**src/rtl/ser_pkg.sv**
```systemverilog
// ---------------------------------------------------------------------------
// ser_pkg
// Shared definitions for the serial adder/subtractor:
//   state_t  - controller states (IDLE, RUN, DONE)
//   clog2    - ceiling log2, sizes the digit counter
//   full_add - one-bit full-adder cell, returns {carry_out, sum}
// ---------------------------------------------------------------------------
package ser_pkg;

    typedef enum logic [1:0] {
        IDLE = 2'd0,
        RUN  = 2'd1,
        DONE = 2'd2
    } state_t;

    function automatic int clog2(input int n);
        int r;
        r = 0;
        while ((1 << r) < n) begin
            r = r + 1;
        end
        return r;
    endfunction

    function automatic logic [1:0] full_add(input logic x, input logic y, input logic ci);
        logic s;
        logic co;
        s  = x ^ y ^ ci;
        co = (x & y) | (ci & (x ^ y));
        return {co, s};
    endfunction

endpackage

```
**src/rtl/ser_digit_add.sv**
```systemverilog
// ---------------------------------------------------------------------------
// ser_digit_add
// BPC-bit ripple-carry adder built from the shared full-adder cell.
// Ports:
//   a, b   [BPC-1:0]  digit operands
//   cin               carry into bit 0
//   sum    [BPC-1:0]  digit sum
//   cout              carry out of the top bit
//   c_msb             carry into the top bit (for signed overflow)
// ---------------------------------------------------------------------------
module ser_digit_add
    import ser_pkg::*;
#(
    parameter int BPC = 1
) (
    input  logic [BPC-1:0] a,
    input  logic [BPC-1:0] b,
    input  logic           cin,
    output logic [BPC-1:0] sum,
    output logic           cout,
    output logic           c_msb
);

    logic [BPC:0] carry;

    // Ripple chain: carry[i] is the carry into bit i.
    always_comb begin
        carry    = '0;
        sum      = '0;
        carry[0] = cin;
        for (int i = 0; i < BPC; i++) begin
            {carry[i+1], sum[i]} = full_add(a[i], b[i], carry[i]);
        end
    end

    assign cout  = carry[BPC];
    assign c_msb = carry[BPC-1];

endmodule

```
**src/rtl/ser_addsub.sv**
```systemverilog
// ---------------------------------------------------------------------------
// ser_addsub
// Multi-cycle serial adder/subtractor. Operands are parallel-loaded on an
// accepted start, then BPC bits are added per clock, LSB first, with the
// carry held in a flop between digits. The full result, carry/borrow and
// signed overflow are held after completion.
// Ports:
//   clk        clock, all state on rising edge
//   reset      synchronous active-low reset
//   start      request, sampled only in IDLE
//   sub        0 = a+b, 1 = a-b (captured with start)
//   a, b       [WIDTH-1:0] operands (captured with start)
//   busy       high while digits are being processed
//   done       one-cycle completion pulse
//   ser_sum    [BPC-1:0] current digit, zero when not valid
//   ser_valid  ser_sum valid this cycle
//   result     [WIDTH-1:0] full sum/difference
//   cout       carry out of MSB (for sub: 1 = no borrow)
//   ovf        two's-complement overflow
// ---------------------------------------------------------------------------
module ser_addsub
    import ser_pkg::*;
#(
    parameter int WIDTH = 16,
    parameter int BPC   = 1
) (
    input  logic             clk,
    input  logic             reset,
    input  logic             start,
    input  logic             sub,
    input  logic [WIDTH-1:0] a,
    input  logic [WIDTH-1:0] b,
    output logic             busy,
    output logic             done,
    output logic [BPC-1:0]   ser_sum,
    output logic             ser_valid,
    output logic [WIDTH-1:0] result,
    output logic             cout,
    output logic             ovf
);

    localparam int NCYC = WIDTH / BPC;
    localparam int CW   = clog2(NCYC) + 1;

    state_t           state;
    logic [WIDTH-1:0] op_a;
    logic [WIDTH-1:0] op_b;
    logic             carry;
    logic [CW-1:0]    cnt;

    logic [BPC-1:0]   digit_sum;
    logic             digit_cout;
    logic             digit_cmsb;

    ser_digit_add #(
        .BPC (BPC)
    ) u_digit (
        .a     (op_a[BPC-1:0]),
        .b     (op_b[BPC-1:0]),
        .cin   (carry),
        .sum   (digit_sum),
        .cout  (digit_cout),
        .c_msb (digit_cmsb)
    );

    // Controller and datapath. Subtraction is a + ~b + 1: b is inverted at
    // load time and the carry flop is seeded with 1. Each digit enters the
    // result from the top so that after NCYC shifts the first digit sits at
    // the LSB. The shift is written with >> and << so BPC == WIDTH works too.
    always_ff @(posedge clk) begin
        if (!reset) begin
            state  <= IDLE;
            op_a   <= '0;
            op_b   <= '0;
            carry  <= 1'b0;
            cnt    <= '0;
            result <= '0;
            cout   <= 1'b0;
            ovf    <= 1'b0;
        end else begin
            case (state)
                IDLE: begin
                    if (start) begin
                        op_a  <= a;
                        op_b  <= sub ? ~b : b;
                        carry <= sub;
                        cnt   <= '0;
                        state <= RUN;
                    end
                end
                RUN: begin
                    op_a   <= op_a >> BPC;
                    op_b   <= op_b >> BPC;
                    result <= (result >> BPC) | (WIDTH'(digit_sum) << (WIDTH - BPC));
                    carry  <= digit_cout;
                    cnt    <= cnt + CW'(1);
                    if (cnt == CW'(NCYC - 1)) begin
                        cout  <= digit_cout;
                        ovf   <= digit_cmsb ^ digit_cout;
                        state <= DONE;
                    end
                end
                DONE: begin
                    state <= IDLE;
                end
                default: begin
                    state <= IDLE;
                end
            endcase
        end
    end

    assign busy      = (state == RUN);
    assign done      = (state == DONE);
    assign ser_valid = (state == RUN);
    assign ser_sum   = ser_valid ? digit_sum : '0;

endmodule

```
**config.mk**
```make
export PLATFORM = sky130hd
export DESIGN_NAME = ser_addsub
export DESIGN_NICKNAME = d
export VERILOG_FILES = /design/src/rtl/ser_pkg.sv /design/src/rtl/ser_digit_add.sv /design/src/rtl/ser_addsub.sv
export SDC_FILE = /design/constraint.sdc
export NUM_CORES = 1
export LEC_CHECK = 0
export ABC_AREA = 1
export ABC_CLOCK_PERIOD_IN_PS = 1600
export CORE_AREA = 3 3 111 113
export CTS_BUF_LIST = sky130_fd_sc_hd__clkbuf_16
export DETAILED_ROUTE_END_ITERATION = 6
export DIE_AREA = 0 0 114 116
export PLACE_DENSITY = 0.53
export SLEW_MARGIN = 20
export SYNTH_ARGS = -nofsm -noshare
export SYNTH_HDL_FRONTEND = slang
export SYNTH_HIERARCHICAL = 1
export SYNTH_SLANG_ARGS = --single-unit
```
**constraint.sdc**
```tcl
create_clock -name clk -period 1.6 [get_ports clk]
set_input_delay 0.24 -clock clk [delete_from_list [all_inputs] [get_ports clk]]
set_output_delay 0.24 -clock clk [all_outputs]
set_load 0.02 [all_outputs]
```
[After elaboration in Yosys (flattened, before gate mapping)]
Index checks and enable logic that the tools add are counted.
Word-level totals
  flip-flop bits (word level): 58
  latch bits: 0
  RAM bits: 0
  memory bits (read-only): 0
  output and inout bits: 22
  logic and storage cells: 40
  memories kept: 0
Cells by class
  add/sub/neg operators: 1
  $mul: 0
  divide/modulo/power cells: 0
  magnitude comparators: 0
  equality and inequality tests: 5
  shifts and indexed selects: 0
  muxes and demuxes: 13
  bitwise logic cells: 8
  reduce and logical (&&, ||, !) cells: 5
Operators with widths (number)
  case mux 16 bit (2 select lines): 2
  two-way mux 16 bit: 3
  NOT 16 bit: 1
  OR 15 x 16 -> 16 bit: 1
  case mux 5 bit (2 select lines): 1
  AND reduction 2 bit: 3
  adder 5 x 1 -> 5 bit (second input constant): 1
  == test 5 x 4 -> 1 bit (second input constant): 1
  two-way mux 5 bit: 1
  two-way mux 2 bit: 2
  case mux 2 bit (2 select lines): 1
  bitwise XOR 1 bit: 3
  bitwise AND 1 bit: 2
  == test 2 x 1 -> 1 bit (second input constant): 1
  == test 2 bit (second input constant): 1
  logical NOT 2 bit: 1
  two-way mux 1 bit: 2
  != test 2 x 1 -> 1 bit (second input constant): 1
  != test 2 bit (second input constant): 1
  case mux 1 bit (2 select lines): 1
  nonzero test 2 bit: 1
  OR 1 bit: 1

[Depth between registers and ports, before layout]
Gate-level depths: netlist (run 1).
  depth after elaboration: 4
  mapped depth: 9

[Cells and area by module]
Netlist (run 1), hierarchy kept.
By module, submodules not included
  ser_addsub: times used 1, cells an instance 444, area an instance 2824.0 µm², sequential area each 1161.1 µm²
  ser_digit_add: times used 1, cells an instance 2, area an instance 27.5 µm², sequential area each 0.0 µm²

[Worst setup path before layout (run 1)]
Ideal clock, no wire load.
  path kind: register -> register
  start point: register cnt[0]
  end point: register cout
  library setup time: 116 ps
  arrival: 1177 ps
  data required time: 1484 ps
  slack: 307 ps
  cell stages (with the launch flop): 10
  buffers on the path: 0
  cell sequence: dfxtp_1 > ha_1 > nand2_1 > nor2_1 > ha_1 > nand2_1 > nor2_1 > inv_1 > nor2_1 > nor2_1
On the way
  longest elaborated chain between the ends: 2
RTL lines
  start: declaration: line ser_addsub.sv:49  | logic [CW-1:0] cnt;
  start signal: assignment: line ser_addsub.sv:96  | cnt <= cnt + CW'(1);
  == test 5 x 4 -> 1 bit: line ser_addsub.sv:97  | if (cnt == CW'(NCYC - 1)) begin
  AND reduction 2 bit (no line)
  end signal: assignment: line ser_addsub.sv:98  | cout <= digit_cout;
  end: declaration: line ser_addsub.sv:38  | output logic cout,
No other way between the ends.
A chain may end at the register's enable or synchronous reset.

[Worst setup path in the final report (run 1)]
  start point: register op_a[0]
  end point: output ser_sum
On the way
  longest elaborated chain between the ends: 3
RTL lines
  start: declaration: line ser_addsub.sv:46  | logic [WIDTH-1:0] op_a;
  start signal: assignment: line ser_addsub.sv:92  | op_a <= op_a >> BPC;
  bitwise XOR 1 bit (2 in series): line ser_pkg.sv:28  | s = x ^ y ^ ci;
  via digit_sum: line ser_addsub.sv:51  | logic [BPC-1:0] digit_sum;
  two-way mux 1 bit: line ser_addsub.sv:116  | assign ser_sum = ser_valid ? digit_sum : '0;
  end: declaration: line ser_addsub.sv:35  | output logic [BPC-1:0] ser_sum,
The timed path passes the listed nets, and every way through them passes these cells.

==> implementation parameters, run 1 <==
Parameter                              Value

Clocking
  Post-CTS setup buffer count ... 0
  Clock insertion delay at the later pin of the skew report ... around 0.32 ns
  Depth of the CTS H-tree ... 3
  Max clock buf depth ... 2
  Number of hold buffers added after CTS ... 0
  TritonCTS Buffers ... 9
  Clock edge transition at the registers on the reported setup and hold paths ... about 0.050 ns
  Clock Root Buffer ... sky130_fd_sc_hd__clkbuf_16
  TritonCTS Sinks ... 58
  CTS tree ... built

Setup path
  Critical path start-end classification ... flip-flop to output port
  Cell chain of the critical path ... fa_1, nand2_2, inv_2, buf_6
  Biggest cell delay along the critical path ... ~0.54 ns
  Type of destination of the critical path ... output port
  Data arrival time of the worst path ... ~1.4 ns
  Cells on worst reg2reg path ... 7
  R2R Path Start ... state[1]$_SDFFE_PN0P_
  Worst-path fanout max ... 2
  Critical path startpoint category ... flip-flop
  Cell with the biggest individual delay on the critical path ... sky130_fd_sc_hd__fa_1
  Required arrival time at the worst endpoint ... between 1 and 1.5 ns
  Capturing element of the worst setup path ... ser_sum
  R2r setup slk ... roughly 0.2 ns
  Worst r2r dst ... op_a[0]$_SDFFE_PN0P_
  Launch point of the worst path ... op_a[0]$_SDFFE_PN0P_

Status
  Result of the run ... finished, violations left
  Violated checks ... negative setup slack

Worst hold path
  Depth of the worst hold-timing path ... 2
  Path type of the worst min-delay path ... flip-flop to flip-flop

Pwr
  IR Drop Worst-Case VDD ... 0.581 mV
  Leakage power of the design ... ~1.9 nW
  Power density over the cells ... 1000 mW/mm^2

Global routing
  Vias in the first global route ... 2652
  Number of antenna violations at the first check in global routing ... 0
  Residual overflow from global routing ... 0
  Global-route wire length before repair ... 11900 um
  Overall global routing resource usage ... 0.112
  Largest net degree at the start of global routing ... 47

Drt
  # DRC ... 0
  Wirelength, routed ... approximately 7100 um
  Routed via count ... 2781
  WL/cell ... around 11 um
  Via density per instance ... 4.25
  Number of DRC markers after the initial detailed-route iteration ... between 150 and 200
  Pre-Repair DR Iteration Count ... 4
  Antenna Violating Nets Remaining ... 0

Placed design
  Gpl congestion ... between 0.7 and 0.8
  HPWL after DPL ... between 4000 and 5000 um
  PortBufs ... 57

STA
  Least-Margin Pin Slew ... ~0.37 ns
  Worst-case setup margin in the final layout ... -0.0531 ns
  Hold WS ... roughly 0.48 ns
  RSZ-0062 raised after global routing ... yes
  Final number of max-transition violations ... 0
  Final Hold Violating Endpoints ... 0
  F_max ... around 0.6 GHz
  Tcrit/Tclk final ... 1.03
  Final setup violating endpoints ... 1
  Post-Route Setup TNS ... -0.0531 ns
  Time the final worst path needs with I/O delays and setup ... around 1.7 ns
  Worst-case headroom to the max-slew limit ... 0.754
  Maximum clock skew at final layout ... 0.00465 ns

Cells and area
  Area used by multi-input combinational logic ... 0.00136 mm^2
  Post-layout net count ... 545
  Ratio of cells with drive above 1 in the final layout ... 0.0920
  Filler cell count ... ~1200
  Storage cell area ... around 0.0012 mm^2
  Area growth syn-to-layout ... 35.8%
  Diodes inserted ... 0

Yosys
  Distinct cell type count of the synthesized netlist ... 21
  Syn Nets ... 485
  Total number of yosys warnings ... 6
  Largest cells by area after synthesis ... sky130_fd_sc_hd__dfxtp_1 (41%), sky130_fd_sc_hd__nand2_1 (16%), sky130_fd_sc_hd__nor2_1 (12%)
  Post-synthesis sequential area ratio ... 0.407
  Area share of the largest cell type after synthesis ... 0.407
  Total standard cell area after synthesis ... 0.00285 mm^2
  Dominant cell type by area after synthesis ... sky130_fd_sc_hd__dfxtp_1
  Flip-flop and latch count after synthesis ... 58
  Post-synthesis cell count ... ~450
  Synthesized area divided by synthesized cell count ... between 6 and 7 um^2

Job
  Max-cap viol count ... 0

Floorplan
  Placeable core region ... around 0.011 mm^2
  Initial Utilization ... 0.250
  Die X-Extent ... 114 um
  Number of rows in the core area ... 39
  Area enclosed by the die boundary ... 0.0132 mm^2
  Number of top-level design ports ... 58
  Die Span Y ... between 100 and 150 um
==> state kept, by name, indices dropped and copies added, names as in the netlist <==
signal and count:
carry 1, cnt 5, cout 1, op_a 16, op_b 16, ovf 1, result 16, state 2
==> critical path: cells and delay by family (launching register included) <==
| kind | cells | cell delay [ns] |
|---|---|---|
| flip-flops | 1 | 0.33 |
| buffers and inverters | 2 | 0.17 |
| adder cells (fa/ha/maj) | 1 | 0.54 |
| AND/OR/NAND/NOR | 1 | 0.06 |
==> layer usage <==
| layer | vias to the layer above | global-route usage | share of wire |
|---|---|---|---|
| met5 | - | 0 | 0 |
| met4 | 0 | 0.0428 | 0.013 |
| met2 | 56 | 0.194 | 0.47 |
| li1 | 1481 | - | - |
| met1 | 1234 | 0.130 | 0.46 |
| met3 | 10 | 0.0350 | 0.052 |
==> repair_timing <==
item	CTS	global route
pin swaps	1	0
endpoints found under the hold margin	0	0
resized for setup	12	6
setup endpoints to repair	4	15
==> layout make-up <==
class | count | share of cell area
multi-input combinational | 314 | 0.350
sequential | 58 | 0.300
tap | 143 | 0.0462
inverter | 47 | 0.0455
clock buffer | 9 | 0.0581
clock inverter | 7 | 0.00969
timing repair buffer | 76 | 0.191
==> report_power, final <==
| part | switching (mW) | leakage (nW) | total, mW | internal (mW) |
|---|---|---|---|---|
| sequential | 0.0506 | 0.476 | 1.59 | 1.53 |
| clock | 0.655 | 0.130 | 1.68 | 1.02 |
| combinational | 0.333 | 1.25 | 0.617 | 0.284 |
==> worst min-delay path by stage <==
stage | endpoint | start | slack, ns
floorplan | op_a[15]$_SDFFE_PN0P_ | a[15] | 0.38
global route | cnt[0]$_SDFFE_PN0P_ | cnt[0]$_SDFFE_PN0P_ | 0.51
finish | result[0]$_SDFFE_PN0P_ | result[0]$_SDFFE_PN0P_ | 0.48
CTS | op_b[15]$_SDFFE_PN0P_ | op_b[15]$_SDFFE_PN0P_ | 0.48
detailed placement | op_b[15]$_SDFFE_PN0P_ | op_b[15]$_SDFFE_PN0P_ | 0.47
global placement | cnt[0]$_SDFFE_PN0P_ | cnt[0]$_SDFFE_PN0P_ | 0.46
==> Yosys cell counts <==
master / instances
sky130_fd_sc_hd__nand2_1: 125
sky130_fd_sc_hd__nor2_1: 93
sky130_fd_sc_hd__dfxtp_1: 58
sky130_fd_sc_hd__nand3_1: 57
sky130_fd_sc_hd__inv_1: 45
sky130_fd_sc_hd__o21ai_0: 19
sky130_fd_sc_hd__buf_2: 11
sky130_fd_sc_hd__a21oi_1: 7
sky130_fd_sc_hd__clkbuf_1: 7
sky130_fd_sc_hd__buf_4: 5
sky130_fd_sc_hd__buf_6: 4
sky130_fd_sc_hd__nand2_2: 3
sky130_fd_sc_hd__ha_1: 2
sky130_fd_sc_hd__inv_2: 2
sky130_fd_sc_hd__nor2_2: 2
sky130_fd_sc_hd__and3_1: 1
sky130_fd_sc_hd__fa_1: 1
sky130_fd_sc_hd__nand2_4: 1
sky130_fd_sc_hd__o21ai_1: 1
sky130_fd_sc_hd__xnor2_1: 1
sky130_fd_sc_hd__xor2_1: 1
==> cells in the final DEF (no fill, tap or decap) <==
master / instances
sky130_fd_sc_hd__nand2_2: 4
sky130_fd_sc_hd__clkinvlp_4: 2
sky130_fd_sc_hd__xnor2_1: 1
sky130_fd_sc_hd__buf_4: 16
sky130_fd_sc_hd__xor2_1: 1
sky130_fd_sc_hd__and3_1: 1
sky130_fd_sc_hd__nand3_1: 57
sky130_fd_sc_hd__clkinv_2: 3
sky130_fd_sc_hd__clkbuf_16: 9
sky130_fd_sc_hd__o21ai_0: 19
sky130_fd_sc_hd__dfxtp_2: 1
sky130_fd_sc_hd__nor2_2: 3
sky130_fd_sc_hd__o21ai_1: 1
sky130_fd_sc_hd__dlymetal6s2s_1: 1
sky130_fd_sc_hd__dfxtp_1: 57
sky130_fd_sc_hd__nand2_1: 124
sky130_fd_sc_hd__dlygate4sd2_1: 2
sky130_fd_sc_hd__ha_1: 2
sky130_fd_sc_hd__buf_6: 2
sky130_fd_sc_hd__nor2_1: 92
sky130_fd_sc_hd__clkinv_1: 1
sky130_fd_sc_hd__inv_2: 3
sky130_fd_sc_hd__fa_1: 1
sky130_fd_sc_hd__inv_1: 45
sky130_fd_sc_hd__clkdlybuf4s50_1: 52
sky130_fd_sc_hd__buf_2: 1
sky130_fd_sc_hd__a21oi_1: 7
sky130_fd_sc_hd__nand2_4: 1
sky130_fd_sc_hd__buf_12: 2
==> through the flow <==
stage | power (mW) | cells | cell area (um^2) | utilization | worst slack (ns)
CTS | 3.94 | 654 | 3870 | 0.339 | -0.0782
global placement | 2.23 | 638 | 3600 | 0.316 | -0.207
finish | 3.88 | 654 | 3870 | 0.339 | -0.0531
detailed placement | 2.24 | 638 | 3600 | 0.316 | -0.215
global route | 4.09 | 654 | 3870 | 0.339 | -0.107
floorplan | 1.98 | 446 | 2850 | - | 0.307
==> cells by family (layout without fill, tap and decap cells) <==
family	count (synthesis)	in the layout	synth area share
buffers and inverters	74	139	0.119
and+or+nand+nor	282	282	0.404
adders and majority gates	3	3	0.0158
xor gates and xnor gates	2	2	0.00614
DFF	58	58	0.407
AOI/OAI and AO/OA	27	27	0.0474
Power figures use the tool's default switching activity.
==> run 2, diff against run 1 <==
- CTS_CLUSTER_SIZE: default -> 10
==> results of run 2 <==
Same layout as run 1: the final DEF is identical, and so are final timing and power.
==> run 3, diff against run 2 <==
- CORE_AREA: 3 3 111 113 -> 3 3 79 81
- DIE_AREA: 0 0 114 116 -> 0 0 82 84
- PLACE_DENSITY: 0.53 -> 0.87
==> implementation parameters, run 3 (synthesis gave the netlist of run 1 again) <==
Parameter                              Value

Status
  Result of the run ... finished, violations left
  Violated checks ... negative setup slack

Setup path
  Data arrival time of the worst path ... roughly 1.4 ns
  Type of destination of the critical path ... output port
  Required arrival time at the worst endpoint ... 1.36 ns
  Critical path startpoint category ... flip-flop
  Worst-path fanout max ... 2
  Critical path start-end classification ... flip-flop to output port

Global routing
  Number of antenna violations at the first check in global routing ... 0
  Vias in the first global route ... ~2700
  Residual overflow from global routing ... 0
  Largest net degree at the start of global routing ... 47
  Overall global routing resource usage ... 0.210
  Global-route wire length before repair ... ~11000 um

STA
  Maximum clock skew at final layout ... roughly 0.0041 ns
  Final number of max-transition violations ... 0
  Final setup violating endpoints ... 1
  Time the final worst path needs with I/O delays and setup ... 1.67 ns
  RSZ-0062 raised after global routing ... yes
  Tcrit/Tclk final ... 1.04
  Final Hold Violating Endpoints ... 0
  Post-Route Setup TNS ... -0.0717 ns
  Worst-case setup margin in the final layout ... -0.0717 ns
  Least-Margin Pin Slew ... roughly 0.41 ns
  Worst-case headroom to the max-slew limit ... 0.724
  F_max ... 0.598 GHz

Placed design
  Pre-CTS setup slack ... -0.212 ns
  PortBufs ... 57
  Gpl congestion ... between 0.7 and 0.8
  Placed cells ... 564
  HPWL after DPL ... roughly 4500 um

Cells and area
  Final standard cell utilization of the core ... 0.683
  Post-layout net count ... around 540
  Area growth syn-to-layout ... 32.8%
  Most common library cell in the layout ignoring fill and taps ... sky130_fd_sc_hd__nand2_1
  Diodes inserted ... 0
  Leading cell types in the layout, fill and taps excluded ... sky130_fd_sc_hd__nand2_1 (125), sky130_fd_sc_hd__nor2_1 (92), sky130_fd_sc_hd__nand3_1 (57)
  Largest registers ... op_a: 16 flops, op_b: 16 flops, result: 16 flops
  Ratio of cells with drive above 1 in the final layout ... 0.0786
  Number of cells in the finished layout apart from fillers ... slightly below 600

Pwr
  Power, Total ... ~3.8 mW
  Internal power component ... about 2.8 mW
  Power density over the cells ... approximately 1000 mW/mm^2
  Sequential cell fraction of total power ... 0.417
  Leakage power of the design ... approximately 1.9 nW
  Logic gate share of total power ... 0.163
  Switching power ... roughly 1000 uW
  Switching power as a share of total power ... 0.257
  Clock power share ... 0.420
  IR Drop Worst-Case VDD ... 0.777 mV

Clocking
  Clock insertion delay at the later pin of the skew report ... ~0.32 ns
  Clock edge transition at the registers on the reported setup and hold paths ... roughly 0.050 ns
  Clock Root Buffer ... sky130_fd_sc_hd__clkbuf_16
  Max clock buf depth ... 2
  CTS tree ... built
  Depth of the CTS H-tree ... 3
  TritonCTS Buffers ... 9
  TritonCTS Sinks ... a little under 60

Floorplan
  Placeable core region ... 0.00554 mm^2
  Area enclosed by the die boundary ... 0.00689 mm^2
  Die Span Y ... roughly 84 um
  Initial Utilization ... 0.515
  Die X-Extent ... 82 um
  Number of top-level design ports ... 58
  Number of rows in the core area ... 27

Drt
  Number of DRC markers after the initial detailed-route iteration ... 183
  Antenna Violating Nets Remaining ... 0
  # DRC ... 0
  Routed via count ... about 2800
  Pre-Repair DR Iteration Count ... 4
  Via density per instance ... slightly below 5
  Wirelength, routed ... ~6600 um
  WL/cell ... 11.3 um

Job
  Max-cap viol count ... 0

Worst hold path
  Path type of the worst min-delay path ... flip-flop to flip-flop
run 3: area by class of cell:
class	instances	area, um^2
Clock inverter	7	28.8
Inverter	47	176
Tap cell	72	90.1
Sequential cell	58	1160
Fill cell	476	1750
Multi-Input combinational cell	314	1350
Timing Repair Buffer	74	749
Clock buffer	9	225
run 3: per-layer routing:
layer / share of wire / routed length, um / track usage
met1: 0.42 / 2760 / 0.244
met4: 0.016 / 105 / 0.0801
met2: 0.49 / 3240 / 0.351
met3: 0.070 / 462 / 0.0702
met5: 0 / 0 / 0
run 3: power by group through the flow:
stage / Combinational, mW / Sequential, mW / Clock, mW
floorplan: 0.338 / 1.64 / 0
global placement: 0.601 / 1.61 / 0
detailed placement: 0.618 / 1.62 / 0
CTS: 0.622 / 1.59 / 1.63
global route: 0.701 / 1.60 / 1.69
finish: 0.622 / 1.59 / 1.60
run 3: path summary, 6_finish.rpt:
check,start,endpoint,slack [ns],cells after the start
worst max-delay path,op_a[0]$_SDFFE_PN0P_,ser_sum,-0.07,4
worst min-delay path,op_a[15]$_SDFFE_PN0P_,op_a[15]$_SDFFE_PN0P_,0.48,2
worst max register to register,state[1]$_SDFFE_PN0P_,op_a[0]$_SDFFE_PN0P_,0.12,7
worst min register to register,op_a[15]$_SDFFE_PN0P_,op_a[15]$_SDFFE_PN0P_,0.48,2
run 3: what timing repair did:
| item | CTS | global route |
|---|---|---|
| endpoints found under the setup margin | 4 | 14 |
| gates cloned | 0 | 0 |
| buffers inserted | 0 | 1 |
| gates resized for setup | 11 | 2 |
| hold buffers | 0 | 0 |
| pin swaps | 2 | 2 |
run 3: worst max-delay path: stages, from the launching register on:
cell and delay, ns:
sky130_fd_sc_hd__dfxtp_2 0.32, sky130_fd_sc_hd__fa_1 0.53, sky130_fd_sc_hd__nand2_1 0.07, sky130_fd_sc_hd__inv_1 0.07, sky130_fd_sc_hd__buf_6 0.11
run 3: stage by stage:
| stage | hold WS (ns) | cell area [um^2] |
|---|---|---|
| after floorplan | 0.383 | 2850 |
| after global placement | 0.464 | 3520 |
| after detailed placement | 0.476 | 3520 |
| after CTS | 0.484 | 3770 |
| after global routing | 0.506 | 3790 |
| final | 0.483 | 3790 |
